<file path="src/rtl/alu_pkg.sv">
// rtl/alu_pkg.sv - shared constants, FSM encoding and flag layout for the ALU opcode sequencer
package alu_pkg;

  localparam int ALU_DW  = 4;
  localparam int ALU_OPW = 4;

  typedef enum logic [1:0] {
    ST_IDLE    = 2'd0,
    ST_ISSUE   = 2'd1,
    ST_CAPTURE = 2'd2,
    ST_FINISH  = 2'd3
  } seq_state_e;

  // Flag bit positions inside a result-buffer entry {out, z, c, v, p}
  localparam int FLAG_Z = 3;
  localparam int FLAG_C = 2;
  localparam int FLAG_V = 1;
  localparam int FLAG_P = 0;

  localparam logic [ALU_OPW-1:0] OP_ADD = 4'h0;
  localparam logic [ALU_OPW-1:0] OP_SUB = 4'h1;
  localparam logic [ALU_OPW-1:0] OP_AND = 4'h2;
  localparam logic [ALU_OPW-1:0] OP_OR  = 4'h3;
  localparam logic [ALU_OPW-1:0] OP_XOR = 4'h4;

endpackage

</file>
<file path="src/rtl/alu_result_buf.sv">
// rtl/alu_result_buf.sv - 2**OPW-entry result register file, one write port, one registered read port
module alu_result_buf #(
  parameter int DW  = 4,
  parameter int OPW = 4
) (
  input  logic            clk,
  input  logic            rst_n,
  input  logic            we,
  input  logic [OPW-1:0]  waddr,
  input  logic [DW+3:0]   wdata,
  input  logic [OPW-1:0]  rd_addr,
  output logic [DW+3:0]   rd_data
);

  logic [DW+3:0] mem [2**OPW];

  // Storage is never reset; the sequencer's valid_mask says which entries mean anything
  always_ff @(posedge clk) begin
    if (we) begin
      mem[waddr] <= wdata;
    end
  end

  // Same-edge read sees the pre-write contents
  always_ff @(posedge clk) begin
    if (!rst_n) begin
      rd_data <= '0;
    end else begin
      rd_data <= mem[rd_addr];
    end
  end

endmodule

</file>
<file path="src/rtl/alu_op_sequencer.sv">
// rtl/alu_op_sequencer.sv - clocked opcode sweep driver for ALU_4bit with per-opcode result capture
module alu_op_sequencer
  import alu_pkg::*;
#(
  parameter int DW  = ALU_DW,
  parameter int OPW = ALU_OPW
) (
  input  logic              clk,
  input  logic              rst_n,
  input  logic              start,
  input  logic [DW-1:0]     op_a,
  input  logic [DW-1:0]     op_b,
  input  logic [OPW-1:0]    op_first,
  input  logic [OPW-1:0]    op_last,
  output logic              busy,
  output logic              done,
  output logic [DW-1:0]     alu_a,
  output logic [DW-1:0]     alu_b,
  output logic [OPW-1:0]    alu_opcode,
  input  logic [DW-1:0]     alu_out,
  input  logic              alu_z,
  input  logic              alu_c,
  input  logic              alu_v,
  input  logic              alu_p,
  input  logic [OPW-1:0]    rd_addr,
  output logic [DW+3:0]     rd_data,
  output logic [2**OPW-1:0] valid_mask
);

  seq_state_e     state_q, state_d;
  logic [DW-1:0]  a_lat, b_lat;
  logic [OPW-1:0] cur_op, last_lat;
  logic           buf_we;
  logic [DW+3:0]  buf_wdata;

  always_ff @(posedge clk) begin
    if (!rst_n) begin
      state_q    <= ST_IDLE;
      a_lat      <= '0;
      b_lat      <= '0;
      cur_op     <= '0;
      last_lat   <= '0;
      alu_a      <= '0;
      alu_b      <= '0;
      alu_opcode <= '0;
      valid_mask <= '0;
    end else begin
      state_q <= state_d;
      case (state_q)
        ST_IDLE: begin
          if (start) begin
            a_lat      <= op_a;
            b_lat      <= op_b;
            cur_op     <= op_first;
            last_lat   <= op_last;
            valid_mask <= '0;
          end
        end
        ST_ISSUE: begin
          alu_a      <= a_lat;
          alu_b      <= b_lat;
          alu_opcode <= cur_op;
        end
        ST_CAPTURE: begin
          valid_mask[cur_op] <= 1'b1;
          // Increment wraps naturally, giving the 15 -> 0 sweep when op_first > op_last
          if (cur_op != last_lat) begin
            cur_op <= cur_op + 1'b1;
          end
        end
        default: ;
      endcase
    end
  end

  always_comb begin
    state_d = state_q;
    busy    = 1'b0;
    done    = 1'b0;
    buf_we  = 1'b0;
    case (state_q)
      ST_IDLE: begin
        if (start) state_d = ST_ISSUE;
      end
      ST_ISSUE: begin
        busy    = 1'b1;
        state_d = ST_CAPTURE;
      end
      ST_CAPTURE: begin
        busy    = 1'b1;
        buf_we  = 1'b1;
        state_d = (cur_op == last_lat) ? ST_FINISH : ST_ISSUE;
      end
      ST_FINISH: begin
        done    = 1'b1;
        state_d = ST_IDLE;
      end
      default: state_d = ST_IDLE;
    endcase
  end

  always_comb begin
    buf_wdata         = '0;
    buf_wdata[DW+3:4] = alu_out;
    buf_wdata[FLAG_Z] = alu_z;
    buf_wdata[FLAG_C] = alu_c;
    buf_wdata[FLAG_V] = alu_v;
    buf_wdata[FLAG_P] = alu_p;
  end

  alu_result_buf #(
    .DW  (DW),
    .OPW (OPW)
  ) u_buf (
    .clk     (clk),
    .rst_n   (rst_n),
    .we      (buf_we),
    .waddr   (cur_op),
    .wdata   (buf_wdata),
    .rd_addr (rd_addr),
    .rd_data (rd_data)
  );

endmodule

</file>
<file path="config.mk">
export PLATFORM = sky130hd
export DESIGN_NAME = alu_op_sequencer
export DESIGN_NICKNAME = d
export VERILOG_FILES = /design/src/rtl/alu_pkg.sv /design/src/rtl/alu_result_buf.sv /design/src/rtl/alu_op_sequencer.sv
export SDC_FILE = /design/constraint.sdc
export NUM_CORES = 1
export LEC_CHECK = 0
export BUFFER_PORTS_ARGS = -buffer_cell sky130_fd_sc_hd__buf_2
export CORE_UTILIZATION = 58
export DETAILED_ROUTE_END_ITERATION = 12
export HOLD_SLACK_MARGIN = 0.05
export PLACE_DENSITY = 0.8
export SYNTH_ARGS = -nofsm -noshare
export SYNTH_HDL_FRONTEND = slang
export SYNTH_SLANG_ARGS = --single-unit
</file>
<file path="constraint.sdc">
create_clock -name clk -period 2.6 [get_ports clk]
set_input_delay 0.52 -clock clk [delete_from_list [all_inputs] [get_ports clk]]
set_output_delay 0.52 -clock clk [all_outputs]
set_load 0.1 [all_outputs]
</file>
==> results by group, run 1 <==
Power
  • Clock share of power: approximately 37%
  • Switching Fraction: 25.7%
  • Lkg Pwr: roughly 3.1 nW
  • Part of the power in registers: 48.9%
  • Cell area power density: ~800 nW/um^2
  • VDD IR max: ~850 uV
  • Comb power frac: around 14%
  • Int Power: 5.00 mW
  • Psw: between 1.5 and 2 mW

Worst hold path
  • WHS Path Cells: 3
  • Hold EP: a_lat[3]
  • Hold Crit Class: primary input to flip-flop
  • Worst Hold Launch: op_a[3]

Synthesis
  • Syn Inst Count: 440
  • Syn avg cell area: roughly 16 sq um
  • Part of the Yosys area used for sequential elements: 69.5%
  • Mapped Nets: 480
  • Ys flop type: edfxtp_1
  • Post-Syn Area: between 7000 and 8000 sq um
  • YS warnings: 0
  • Cell taking the most area after synthesis: edfxtp_1
  • EDFF count, synth: around 130
  • FF+latch count, synth: between 150 and 200
  • Ys async rst share: 0%
  • Share of Yosys cell area claimed by the top area cell type: a little over half
  • Synth area leaders: edfxtp_1, dfxtp_1, mux4_1
  • Post-synthesis cell type count: 33

Timing
  • RSZ-0062 raised after global routing: false
  • Fin Setup TNS: 0 ns
  • Final hold vios: 0
  • Slew headroom: between 40 and 50%
  • Final setup margin: ~0.33 ns
  • Final setup vio count: 0
  • Max Clock Skew: ~0.008 ns
  • Crit path time final: roughly 2.3 ns
  • Max Transition Viols Final: 0
  • Worst-Margin Slew: 0.865 ns
  • Max Fclk: between 400 and 500 MHz
  • Final period utilization: around 87%

Floorplan
  • Initial Util: 59.3%
  • I/O pin cnt: 69
  • Die height: between 100 and 150 um
  • Die Footprint: roughly 13000 sq um
  • Total core area: roughly 12000 sq um
  • Die W: 113 um
  • Row count: 40

CTS
  • CTS resizes: 0
  • Clk_lat worst skew: 0.42 ns
  • CTS max path bufs: 2
  • # hold bufs at CTS: 0
  • Clk pin slew, worst setup/hold paths: approximately 0.060 ns
  • H-tree Lvls: 4
  • CTS sink cnt: 182
  • CTS tree: done
  • TritonCTS Buffers: 17
  • Post-CTS Setup Bufs: 0
  • Root buf cell: clkbuf_16

Cells and area
  • Antenna cells: 0
  • Highest-count cells in the layout ignoring fill and taps: edfxtp_1, buf_2, dfxtp_1, nor2_1, nand2_1
  • Most common cell after layout, fill and taps aside: edfxtp_1
  • Layout area overhead: 16.2%
  • Nets: 566
  • Fraction of layout cells with a size suffix above 1: 23.2%

Critical path
  • Worst R2R End: u_buf.mem[4][0]
  • Worst r2r src: state_q[0]
  • Family with the most delay on the worst path: simple AND/OR/NAND/NOR gates
  • Kind of end point of the critical path: flip-flop
  • CP max FO: 15
  • Cell Chain, Critical Path: inv_1, ha_1, nand2_1, nor2_1
  • CP peak stage delay: between 0.7 and 0.8 ns
  • Slowest cell on crit path: nor2_1
  • CP Launch Type: flip-flop
  • CP Depth: 4
  • WP buf/inv: 1
  • WS Path Type: flip-flop to flip-flop
  • Worst EP required: 2.64 ns
  • Crit path DAT: roughly 2.3 ns
  • Worst reg2reg path depth: 4
  • Flop-to-flop setup slack: between 0.3 and 0.4 ns

Run
  • Max cap viols: 0

Routing
  • Pre-Repair DR Iteration Count: 4
  • Routed wire length: between 10 and 15 mm
  • Remaining antenna violation count: 0
  • DR vias/cell: slightly below 6
  • DRC Markers: 0
  • Vias post-DR: a little over 4000
  • WL/cell: between 20 and 25 um
  • Drt first-iter violations: 306

Placement
  • Dpl ws: between 0.3 and 0.4 ns
  • Final RePlAce weighted congestion: 0.789
  • Port buffer count: 68
  • DP HPWL: ~9 mm

GRT
  • Antenna violations before repair: 0
  • First-pass GRT wire length: 21.9 mm
  • Largest net degree at the start of global routing: 28
  • Gr ovfl total: 0
  • Vias in the first global route: a little under 4000
  • All-layer global routing usage: 24.5%

Outcome
  • Status: completed
Yosys cell counts, types with 2 or more instances:
cell type,number
edfxtp_1,128
dfxtp_1,54
nor2_1,47
nand2_1,36
mux2i_1,30
a21oi_1,28
mux4_1,26
ha_1,9
o22ai_1,7
buf_2,6
inv_1,6
mux4_2,6
and2_1,5
buf_1,5
clkbuf_1,5
nand2b_1,5
a31oi_1,4
buf_6,4
nor3_1,4
xor2_1,4
a211oi_1,3
nor2b_1,3
a221oi_1,2
nand3_1,2
o221a_2,2
o32ai_1,2
tightest hold or removal path, stage by stage:
cell and delay (ns):
buf_2 0.10, nand2_1 0.04, a21oi_1 0.05
flip-flops by register name (all words and copies together), names as in the netlist:
signal / flops
cur_op: 4
u_buf.rd_data: 8
alu_a: 4
valid_mask: 16
last_lat: 4
b_lat: 4
a_lat: 4
alu_b: 4
alu_opcode: 4
u_buf.mem: 128
state_q: 2
cell type report:
class / instances / area [sq um]
clock buffer: 20 / 447
clock inverter: 12 / 134
fill: 797 / 3720
inverter: 7 / 26.3
multi-input combinational: 230 / 2020
sequential: 182 / 4920
tap: 147 / 184
timing repair buffer: 88 / 503
cell families after synthesis:
kind of cell,Yosys count,share of synthesized area [%]
xor gates and xnor gates,4,0.494
AOI/OAI and AO/OA,51,4.34
muxes,63,15.9
adders and majority gates,9,1.59
buffers and inverters,28,2.06
DFF,182,69.5
and+or+nand+nor,103,6.11
how the worst max path moves through the flow:
stage / slack, ns / end / start
after floorplan: 0.63 / u_buf.mem[3][0] / state_q[0]
after global placement: 0.39 / u_buf.mem[5][3] / state_q[0]
after detailed placement: 0.31 / u_buf.mem[5][3] / state_q[0]
after CTS: 0.29 / u_buf.mem[5][1] / state_q[0]
after global routing: 0.17 / u_buf.mem[5][1] / state_q[0]
final: 0.33 / u_buf.mem[4][0] / state_q[0]
per-layer routing:
metal  share of wire, %  track usage (%)
met5                  0                0
met4                2.7             10.8
met3                5.7             7.61
met2                 52             40.0
met1                 40             30.3
power by group through the flow:
| stage | Sequential (mW) | Clock, mW | Combinational, mW |
|---|---|---|---|
| 5_1_grt | 3.30 | 2.66 | 1.02 |
| 6_report | 3.29 | 2.49 | 0.948 |
| 2_1_floorplan | 3.53 | 0 | 0.545 |
| 3_3_place_gp | 3.34 | 0 | 0.922 |
| 4_1_cts | 3.29 | 2.53 | 0.956 |
| 3_5_place_dp | 3.35 | 0 | 0.947 |
stage by stage:
stage	power, mW	utilization, %	hold slack [ns]	instance area, sq um	std cells
floorplan	4.08	-	0.436	7090	440
global placement	4.26	64.0	0.442	7660	654
detailed placement	4.29	64.0	0.446	7660	654
CTS	6.78	68.9	0.319	8240	686
global route	6.97	68.9	0.309	8240	686
finish	6.72	68.9	0.338	8240	686
No activity file was read; power rests on OpenSTA's default activity.
==> run 2, diff against run 1 <==
==> constraint.sdc (replaced) <==
create_clock -name clk -period 2.6 [get_ports clk]
set_input_delay 0.39 -clock clk [delete_from_list [all_inputs] [get_ports clk]]
set_output_delay 0.39 -clock clk [all_outputs]
set_load 0.1 [all_outputs]
==> run 2 against run 1 <==
Net effect:
- sequential power is essentially flat
- clock skew up 0.017 ns
- die area unchanged
==> results by group, run 2 (synthesis gave the netlist of run 1 again) <==
CTS
  • Root buf cell: clkbuf_16
  • H-tree Lvls: 4
  • # hold bufs at CTS: 0
  • CTS max path bufs: 2
  • CTS tree: done
  • TritonCTS Buffers: 17
  • Clk pin slew, worst setup/hold paths: around 0.07 ns
  • Post-CTS Setup Bufs: 0
  • CTS resizes: 0
  • Clk_lat worst skew: 0.43 ns
  • CTS sink cnt: 182

Cells and area
  • Layout area overhead: 15.6%
  • Fraction of layout cells with a size suffix above 1: between 20% and 30%
  • Final std cells w/o fill: slightly below 700
  • Nets: 563
  • Most common cell after layout, fill and taps aside: edfxtp_1
  • Biggest regs: u_buf.mem: 128 flops, valid_mask: 16 flops, u_buf.rd_data: 8 flops
  • Antenna cells: 0
  • Highest-count cells in the layout ignoring fill and taps: edfxtp_1, buf_2, dfxtp_1, nor2_1, nand2_1
  • Biggest register: u_buf.mem
  • Fill cell count: between 700 and 800
  • Number of flip-flops in the largest register: between 100 and 150

Outcome
  • Status: completed

Timing
  • Final hold vios: 0
  • Crit path time final: approximately 2.2 ns
  • Slew headroom: 45.8%
  • Final period utilization: 85.4%
  • Max Clock Skew: 0.0248 ns
  • Final setup vio count: 0
  • Worst-Margin Slew: between 0.8 and 0.9 ns
  • Max Fclk: ~450 MHz
  • Fin Setup TNS: 0 ns
  • Tightest hold margin: around 0.19 ns
  • Max Transition Viols Final: 0
  • RSZ-0062 raised after global routing: false

Placement
  • Post-Place Cells: about 650
  • Final RePlAce weighted congestion: around 0.79
  • Port buffer count: 68
  • DP HPWL: 8.92 mm

Floorplan
  • Die W: around 110 um
  • Total core area: about 12000 sq um
  • Initial Util: between 50% and 60%
  • Die height: about 110 um
  • Die Footprint: about 13000 sq um
  • I/O pin cnt: between 60 and 70
  • Row count: 40

Critical path
  • Worst EP required: between 2 and 3 ns
  • Crit path DAT: 2.27 ns
  • CP Launch Type: flip-flop
  • CP max FO: 15
  • WS Path Type: flip-flop to flip-flop
  • Kind of end point of the critical path: flip-flop

Routing
  • Drt first-iter violations: approximately 280
  • Pre-Repair DR Iteration Count: 4
  • Remaining antenna violation count: 0
  • Routed wire length: about 14 mm
  • WL/cell: ~20 um
  • DR vias/cell: about 5.8
  • Vias post-DR: ~4000
  • DRC Markers: 0

Worst hold path
  • Hold Crit Class: primary input to flip-flop

Run
  • Max cap viols: 0

GRT
  • Largest net degree at the start of global routing: 28
  • Vias in the first global route: approximately 4000
  • Antenna violations before repair: 0
  • Gr ovfl total: 0
  • First-pass GRT wire length: 21.3 mm
  • All-layer global routing usage: 23.7%

Power
  • Cell area power density: just over 800 nW/um^2
  • Lkg Pwr: slightly above 3 nW
  • VDD IR max: 484 uV
  • Total Power: between 6 and 7 mW
## run 2: cell types whose count changed in the layout (fill, tap and decap cells not counted)
cell / before / now
buf_4: 19 / 16
bufinv_16: 3 / 0
clkbuf_1: 2 / 0
clkbuf_8: 1 / 0
clkinv_1: 4 / 1
clkinv_2: 4 / 0
clkinv_4: 0 / 4
clkinvlp_2: 1 / 0
clkinvlp_4: 1 / 2
inv_6: 0 / 7
inv_8: 0 / 2
## run 2: power by group
group          switching [mW]  total, mW  internal (mW)  leakage (nW)
Combinational           0.678      0.954          0.276          1.21
Sequential             0.0766       3.28           3.20          1.59
Clock                    1.12       2.39           1.26         0.270
## run 2: routing by layer
| layer | share of wire (%) | up-vias | global-route usage [%] |
|---|---|---|---|
| li1 | - | 1858 | - |
| met1 | 42 | 1968 | 31.0 |
| met2 | 51 | 127 | 37.3 |
| met3 | 5.1 | 23 | 5.89 |
| met4 | 1.8 | 0 | 11.8 |
| met5 | 0 | - | 0 |
## run 2: path summary, 6_finish.rpt
check	from	endpoint	slack, ns	cells after the start
worst max-delay path	state_q[0]	u_buf.mem[5][2]	0.38	4
worst min-delay path	op_a[1]	a_lat[1]	0.19	3
worst min register to register	a_lat[3]	a_lat[3]	0.46	2
worst max register to register	state_q[0]	u_buf.mem[5][2]	0.38	4
## run 2: stage by stage
| stage | setup slack [ns] | utilization, % | instance area [sq um] |
|---|---|---|---|
| after CTS | 0.340 | 68.5 | 8190 |
| final | 0.381 | 68.5 | 8190 |
| after floorplan | 0.634 | - | 7090 |
| after detailed placement | 0.429 | 63.8 | 7630 |
| after global routing | 0.170 | 68.5 | 8190 |
| after global placement | 0.541 | 63.8 | 7630 |
## run 2: layout make-up
| class | count | area [sq um] | share of cell area (%) |
|---|---|---|---|
| Clock buffer | 17 | 425 | 5.19 |
| Clock inverter | 15 | 134 | 1.63 |
| Inverter | 7 | 26.3 | 0.321 |
| Multi-Input combinational cell | 230 | 2020 | 24.6 |
| Sequential cell | 182 | 4920 | 60.1 |
| Tap cell | 147 | 184 | 2.24 |
| Timing Repair Buffer | 85 | 480 | 5.86 |
## run 2: critical path, stage by stage, from the launching register on
cell and delay (ns):
dfxtp_1 0.35, inv_1 0.12, ha_1 0.51, nand2_1 0.20
nor2_1 0.66
==> run 3, diff against run 2 <==
Settings changed: CORE_ASPECT_RATIO set to 0.7.
==> run 3 against run 2 <==
Net effect:
- utilization increased by 1.5 points
- non-clock buffer count increased by 6
- critical endpoint is now cur_op[3]
- critical path type unchanged
- setup slack improved by 0.12 ns
- count of clock-buffer cells in the layout unchanged
- clock skew decreased by 0.012 ns
==> results by group, run 3 (synthesis gave the netlist of run 1 again) <==
CTS
  • CTS sink cnt: between 150 and 200
  • CTS max path bufs: 2
  • Clk pin slew, worst setup/hold paths: around 0.07 ns
  • H-tree Lvls: 4
  • TritonCTS Buffers: 17
  • Post-CTS Setup Bufs: 0
  • CTS tree: done
  • # hold bufs at CTS: 0
  • CTS resizes: 0
  • Clk_lat worst skew: 0.43 ns
  • Root buf cell: clkbuf_16

Routing
  • Drt first-iter violations: between 400 and 500
  • WL/cell: about 22 um
  • Remaining antenna violation count: 0
  • DR vias/cell: approximately 6
  • DRC Markers: 0
  • Vias post-DR: ~4300
  • Routed wire length: between 15 and 20 mm
  • Pre-Repair DR Iteration Count: 7

Timing
  • Max Fclk: between 400 and 500 MHz
  • Max Clock Skew: roughly 0.012 ns
  • Tightest hold margin: 0.191 ns
  • Max Transition Viols Final: 0
  • RSZ-0062 raised after global routing: false
  • Final setup vio count: 0
  • Slew headroom: 50.9%
  • Fin Setup TNS: 0 ns
  • Final hold vios: 0
  • Crit path time final: between 2 and 2.5 ns
  • Worst-Margin Slew: around 0.74 ns
  • Final period utilization: about 81%

Cells and area
  • Fill cell count: between 700 and 800
  • Number of flip-flops in the largest register: around 130
  • Highest-count cells in the layout ignoring fill and taps: edfxtp_1, buf_2, dfxtp_1, nor2_1, nand2_1
  • Layout area overhead: 16.6%
  • Antenna cells: 0
  • Nets: approximately 570
  • Util after Layout: a little over two thirds
  • Most common cell after layout, fill and taps aside: edfxtp_1
  • Biggest register: u_buf.mem
  • Biggest regs: u_buf.mem: 128 flops, valid_mask: 16 flops, u_buf.rd_data: 8 flops
  • Fraction of layout cells with a size suffix above 1: 24.2%

Worst hold path
  • Worst Hold Launch: op_b[1]
  • Hold Crit Class: primary input to flip-flop
  • Hold EP: b_lat[1]
  • WHS Path Cells: 3

Outcome
  • Status: completed

GRT
  • Gr ovfl total: 0
  • Vias in the first global route: roughly 4200
  • All-layer global routing usage: 26.8%
  • Antenna violations before repair: 0
  • Largest net degree at the start of global routing: 27
  • First-pass GRT wire length: 23.9 mm

Critical path
  • Kind of end point of the critical path: flip-flop
  • Crit path DAT: about 2.4 ns
  • Worst EP required: just under 3 ns
  • CP Launch Type: flip-flop
  • Worst reg2reg path depth: 6
  • CP max FO: 15
  • Worst R2R End: cur_op[3]
  • Most frequent CP cell: inv_1
  • WS Path Type: flip-flop to flip-flop
  • CP peak stage delay: about 0.55 ns
  • Slowest cell on crit path: ha_1
  • Flop-to-flop setup slack: 0.50 ns
  • Cell Chain, Critical Path: inv_1, ha_1, inv_1, nor2_1, and2_1, o32ai_1
  • Worst r2r src: state_q[0]

Power
  • VDD IR max: 600 uV
  • Lkg Pwr: slightly above 3 nW
  • Cell area power density: a little over 800 nW/um^2
  • Total Power: between 6 and 7 mW

Floorplan
  • Die W: approximately 130 um
  • Die Footprint: ~13000 sq um
  • Total core area: between 10000 and 15000 sq um
  • Die height: 94.5 um
  • I/O pin cnt: 69
  • Row count: 33
  • Initial Util: 60.0%

Run
  • Max cap viols: 0

Placement
  • Final RePlAce weighted congestion: around 0.87
  • Port buffer count: 68
  • DP HPWL: about 9.6 mm
==> run 3: cell count changes in the layout (fill, tap and decap cells not counted), moves of 2 or more <==
cell / before / now
buf_4: 16 / 22
bufinv_16: 0 / 2
clkinv_1: 1 / 3
inv_8: 2 / 0
inv_6: 7 / 4
clkinv_4: 4 / 2
clkinv_2: 0 / 2
==> run 3: where the power goes <==
part | switching (mW) | leakage [nW] | internal, mW
logic | 0.702 | 1.24 | 0.282
clock network | 1.10 | 0.276 | 1.42
registers | 0.0838 | 1.59 | 3.20
total | 1.89 | 3.10 | 4.90
==> run 3: metal layers <==
metal / track usage, % / wire (um)
met3: 9.45 / 1550
met4: 12.7 / 518
met1: 35.8 / 6360
met2: 39.7 / 7130
met5: 0 / 0
==> run 3: final cells by class <==
cell class	instances	area (sq um)	share of cell area (%)
flip-flops and latches	182	4920	59.6
clock buffers	17	425	5.14
clock inverters	15	153	1.85
multi-input cells	230	2020	24.4
repair buffers	91	526	6.35
well taps	157	196	2.38
inverters	7	26.3	0.318
==> run 3: worst max-delay path by stage <==
stage,startpoint,end,slack [ns]
2_1_floorplan,state_q[0],u_buf.mem[3][0],0.63
3_3_place_gp,rd_addr[0],u_buf.rd_data[0],0.69
3_5_place_dp,state_q[0],cur_op[0],0.66
4_1_cts,state_q[0],busy,0.52
5_1_grt,state_q[0],cur_op[3],0.36
6_report,state_q[0],cur_op[3],0.50
==> run 3: per-stage QoR <==
step                      worst slack [ns]  cell area [sq um]  instances
after global placement               0.692               7690        667
final                                0.497               8270        699
after floorplan                      0.634               7090        440
after global routing                 0.364               8270        699
after detailed placement             0.663               7690        667
after CTS                            0.518               8270        699
==> run 3: worst max-delay path: cells and delay by family, from the launching register on <==
kind | cells | cell delay, ns
and+or+nand+nor | 2 | 0.66
buffers and inverters | 2 | 0.26
DFF | 1 | 0.35
adders and majority gates | 1 | 0.55
AOI/OAI and AO/OA | 1 | 0.14
